**src/rtl/matrix_loader.sv**
```systemverilog
// rtl/matrix_loader.sv - collects two 4x4 operand matrices from an element stream and issues one ALU op
//
// Ports:
//   clk, rst             rising-edge clock, synchronous active-high reset
//   cmd_valid/cmd_ready  command handshake, cmd_op carries the ALU opcode
//   in_valid/in_ready    element handshake, in_data is one 16-bit element, row-major
//   matrix_a, matrix_b   operands, element (i,j) at bits (i*4+j)*16 +: 16
//   op                   opcode to the ALU, NOP except while issuing
//   busy, done           busy outside IDLE, done is a one-cycle completion pulse
module matrix_loader #(
  parameter int unsigned ALU_LAT = 1
) (
  input  logic         clk,
  input  logic         rst,
  input  logic         cmd_valid,
  input  logic [3:0]   cmd_op,
  output logic         cmd_ready,
  input  logic         in_valid,
  input  logic [15:0]  in_data,
  output logic         in_ready,
  output logic [255:0] matrix_a,
  output logic [255:0] matrix_b,
  output logic [3:0]   op,
  output logic         busy,
  output logic         done
);

  typedef enum logic [2:0] {
    S_IDLE,
    S_LOAD_A,
    S_LOAD_B,
    S_ISSUE,
    S_DONE
  } state_t;

  localparam logic [3:0] OP_NOP    = 4'h0;
  localparam logic [3:0] OP_MTRANS = 4'h5;
  localparam logic [3:0] LAT       = 4'(ALU_LAT);

  state_t         state_q, state_d;
  logic [3:0]     idx_q, idx_d;
  logic [3:0]     op_lat_q, op_lat_d;
  logic [3:0]     cnt_q, cnt_d;
  logic [255:0]   mat_a_q, mat_a_d;
  logic [255:0]   mat_b_q, mat_b_d;

  // Bit offset of element idx inside a packed matrix.
  logic [7:0]     elem_lsb;
  assign elem_lsb = {idx_q, 4'b0000};

  always_comb begin
    state_d  = state_q;
    idx_d    = idx_q;
    op_lat_d = op_lat_q;
    cnt_d    = cnt_q;
    mat_a_d  = mat_a_q;
    mat_b_d  = mat_b_q;

    case (state_q)
      S_IDLE: begin
        if (cmd_valid) begin
          op_lat_d = cmd_op;
          idx_d    = 4'd0;
          mat_a_d  = '0;
          mat_b_d  = '0;
          state_d  = (cmd_op == OP_NOP) ? S_DONE : S_LOAD_A;
        end
      end

      S_LOAD_A: begin
        if (in_valid) begin
          mat_a_d[elem_lsb +: 16] = in_data;
          idx_d = idx_q + 4'd1;
          if (idx_q == 4'd15) begin
            // A transpose has a single operand, so B stays cleared.
            if (op_lat_q == OP_MTRANS) begin
              state_d = S_ISSUE;
              cnt_d   = LAT;
            end else begin
              state_d = S_LOAD_B;
            end
          end
        end
      end

      S_LOAD_B: begin
        if (in_valid) begin
          mat_b_d[elem_lsb +: 16] = in_data;
          idx_d = idx_q + 4'd1;
          if (idx_q == 4'd15) begin
            state_d = S_ISSUE;
            cnt_d   = LAT;
          end
        end
      end

      S_ISSUE: begin
        // cnt_q holds the number of issue cycles still to present, this one included.
        if (cnt_q <= 4'd1) begin
          cnt_d   = 4'd0;
          state_d = S_DONE;
        end else begin
          cnt_d = cnt_q - 4'd1;
        end
      end

      S_DONE: begin
        state_d = S_IDLE;
      end

      default: begin
        state_d = S_IDLE;
      end
    endcase
  end

  always_ff @(posedge clk) begin
    if (rst) begin
      state_q  <= S_IDLE;
      idx_q    <= 4'd0;
      op_lat_q <= 4'd0;
      cnt_q    <= 4'd0;
      mat_a_q  <= '0;
      mat_b_q  <= '0;
    end else begin
      state_q  <= state_d;
      idx_q    <= idx_d;
      op_lat_q <= op_lat_d;
      cnt_q    <= cnt_d;
      mat_a_q  <= mat_a_d;
      mat_b_q  <= mat_b_d;
    end
  end

  assign cmd_ready = (state_q == S_IDLE);
  assign in_ready  = (state_q == S_LOAD_A) || (state_q == S_LOAD_B);
  assign busy      = (state_q != S_IDLE);
  assign done      = (state_q == S_DONE);
  assign op        = (state_q == S_ISSUE) ? op_lat_q : OP_NOP;
  assign matrix_a  = mat_a_q;
  assign matrix_b  = mat_b_q;

endmodule

```
**config.mk**
```make
export PLATFORM = sky130hd
export DESIGN_NAME = matrix_loader
export DESIGN_NICKNAME = d
export VERILOG_FILES = /design/src/rtl/matrix_loader.sv
export SDC_FILE = /design/constraint.sdc
export NUM_CORES = 1
export LEC_CHECK = 0
export ABC_CLOCK_PERIOD_IN_PS = 2200
export BUFFER_PORTS_ARGS = -buffer_cell sky130_fd_sc_hd__buf_2
export CORE_ASPECT_RATIO = 0.6
export CORE_MARGIN = 8
export CORE_UTILIZATION = 43
export DETAILED_ROUTE_END_ITERATION = 6
export GPL_TIMING_DRIVEN = 0
export PLACE_DENSITY = 0.73
export SLEW_MARGIN = 15
export SYNTH_ARGS = -nofsm -noshare
export SYNTH_HDL_FRONTEND = slang
export SYNTH_SLANG_ARGS = --single-unit
```
**constraint.sdc**
```tcl
create_clock -name clk -period 2.2 [get_ports clk]
set_input_delay 0.44 -clock clk [delete_from_list [all_inputs] [get_ports clk]]
set_output_delay 0.44 -clock clk [all_outputs]
set_load 0.02 [all_outputs]
```
==> metrics.md <==
| Metric | Value |
|---|---|
| Status | `complete, no violations` |
| Pin count of the biggest net entering global routing | `17` |
| Syn nets | `1538` |
| Wire per inst | `26.07 µm` |
| Worst relative slew slack | `30.08%` |
| EDFF count, synth | `0` |
| Post-DP HPWL | `51.16 mm` |
| I/O pins | `544` |
| Synth area leader | `dfxtp_1` |
| Fin. Hold Viols | `0` |
| Worst path cell trace | `clkinvlp_4, ha_4, nor2b_4, o211ai_1, a21oi_2, nor2_4, clkbuf_16, a22o_1` |
| Final global-route overflow total | `0` |
| Final Net Count | `2195` |
| Worst path required time | `2660 ps` |
| Root Buffer | `clkbuf_16` |
| Final setup viols | `0` |
| Hold Path Class | `in -> reg` |
| Peak VDD IR | `494.2 µV` |
| Yosys top cell area share | `59.94%` |
| Ys Warns | `0` |
| Via count of the first global-routing pass | `16170` |
| Worst slew pin tran | `1049 ps` |
| 1st-pass router iterations | `7` |
| Synth Instances | `1508` |
| Filler-free cell count of the finished design | `2736` |
| Mapped Area | `0.01760 mm²` |
| Setup CP Type | `reg -> reg` |
| DIE AREA | `0.04788 mm²` |
| Seq/Total Area, Yosys | `59.94%` |
| Routed wire length | `71.32 mm` |
| I/O Buffers | `542` |
| Top_reg_cell synth | `dfxtp_1` |
| Vias/cell | `5.846` |
| CP delay by family, top | `compound AO/OA/AOI/OAI gates` |
| Rows | `57` |
| H-tree depth | `2` |
| Achievable Freq | `454.6 MHz` |
| Routed Antenna Nets | `0` |
| Critical Path AT | `2660 ps` |
| Period Utilization, post-route | `99.99%` |
| Crit Path Max Fanout | `8` |
| Mean Syn Cell Area | `11.67 µm²` |
| Clock Sink Count | `527` |
| Critical Path End Type | `register` |
| Power Density | `964.1 mW/mm²` |
| Share of cells above drive strength 1 | `41.30%` |
| Effective utilization at floorplan | `43.53%` |
| Post-synth ARST share | `0%` |
| Setup WS pre-CTS | `-662.5 ps` |
| Worst path max stage delay | `380 ps` |
| Vias after detailed routing | `16000` |
| Total track usage | `27.83%` |
| DR iter-0 viols | `1423` |
| Final min period | `2200 ps` |
| Placer congestion estimate | `0.8981` |
| Cts hold-fix bufs | `0` |
| Cells after DPL | `2581` |
| DR DRC count | `0` |
| First-pass GRT wire length | `105.2 mm` |
| CP max-delay cell | `dfxtp_4` |
| Slew Viols, Final | `0` |
| Die Height | `172.7 µm` |
| P_leak | `10.49 nW` |
| Synth cell types | `58` |
| Max Root-Sink Buffers | `3` |
| Worst path bufs/invs | `2` |
| Die X | `277.2 µm` |
| Clk_skew | `18.98 ps` |
| CTS tree | `done` |
| Crit start category | `register` |
| Synth-to-Final Area Change | `36.37%` |
| Max_cap viols | `0` |
| Final core utilization | `59.36%` |
| Clock transition at path regs | `70 ps` |
| Initial antenna violation count | `4` |
| Skew-Pair Late Insertion Delay | `570 ps` |
| Top post-synthesis cells by area | `dfxtp_1, o2bb2ai_1, a22o_1, nor2_1, buf_2` |
| Overall power | `23.14 mW` |
| RSZ-0062 raised after global routing | `true` |
| Yosys reg bits | `527` |
| Total clock buffers created by CTS | `47` |
| Fin worst setup slack | `0.2338 ps` |
| Core footprint | `0.04044 mm²` |
## layout make-up
cell class	instances	area (µm²)
fillers	3370	16430
flip-flops and latches	527	10560
multi-input cells	857	7103
repair buffers	612	3332
clock buffers	65	1324
plain buffers	111	708.2
well taps	531	664.4
clock inverters	20	257.7
inverters	9	41.29
diodes	4	10.01
## cells in the final DEF, fill, tap and decap left out, drive strengths merged, types with 21 or more instances in the layout
master,instances
a21oi,31
a22o,176
a22oi,32
buf,668
clkbuf,119
dfxtp,527
nand2,58
nor2,100
nor2b,21
o2bb2ai,287
## per-layer routing
metal	routed length [µm]	share of wire [%]	track usage [%]
met1	30310	42	35.92
met2	31490	44	43.32
met3	6125	8.6	7.743
met4	3395	4.8	12.39
met5	0	0	0
## flip-flops by register name (all words and copies together) (netlist names)
register	flops
matrix_a	256
matrix_b	256
cnt_q	4
idx_q	4
op_lat_q	4
state_q	3
## per-stage QoR
stage               TNS (ps)  hold WS, ps  cell area [µm²]
floorplan                  0        465.5            17620
global placement     -135250        440.4            20990
detailed placement   -173740        441.4            20990
CTS                   -389.3        125.4            23360
global route           -1869        132.9            24000
finish                     0        153.4            24000
## path summary, 6_finish.rpt
| kind | from | end | slack, ps | cells after the start |
|---|---|---|---|---|
| worst min register to register | matrix_b[241] | matrix_b[241] | 460 | 1 |
| worst min-delay path | cmd_op[0] | op_lat_q[0] | 150 | 3 |
| worst max register to register | idx_q[0] | matrix_b[166] | 0.2 | 8 |
| worst max-delay path | idx_q[0] | matrix_b[166] | 0.2 | 8 |
## worst reg2reg max path, cell delays in order (launching register included)
cell        delay (ps)
dfxtp_4            380
clkinvlp_4         110
ha_4               340
nor2b_4            240
o211ai_1           240
a21oi_2            270
nor2_4             120
clkbuf_16          240
a22o_1             170
## kinds of logic (layout without fill, tap and decap cells)
family                     after synthesis  after routing  synth area share (%)
AOI/OAI and AO/OA                      588            588                 28.68
DFF                                    527            527                 59.94
and+or+nand+nor                        251            251                 6.973
buffers and inverters                  124            817                 3.320
muxes                                    8              8                0.4692
adders and majority gates                6              6                0.4265
xor gates and xnor gates                 4              4                0.1990
other                                    0              4                     0
## what timing repair did
item	in CTS	in global routing
gates cloned	1	4
pin swaps	29	31
endpoints found under the setup margin	508	432
hold endpoints to repair	0	0
resized for setup	134	120
setup buffers	35	30
## cells in the mapped netlist, drive strengths merged, types with 3 or more instances
master,instances
a21boi,4
a21oi,31
a22o,176
a22oi,32
a31oi,5
a32o,16
and2,10
buf,68
clkbuf,47
dfxtp,527
ha,6
inv,9
mux2i,6
nand2,58
nand2b,18
nand3,15
nor2,100
nor2b,21
nor3,7
nor3b,6
nor4,3
o211ai,6
o21ai,16
o2bb2ai,287
o31ai,5
xnor2,4
## report_power, final
group          leakage (nW)  internal [mW]  switching (mW)  total, mW
logic                  5.47           1.60            3.31       4.91
clock network         0.771           4.83            3.70       8.53
registers              4.25           9.63          0.0700       9.70
No activity file was read; power rests on OpenSTA's default activity.
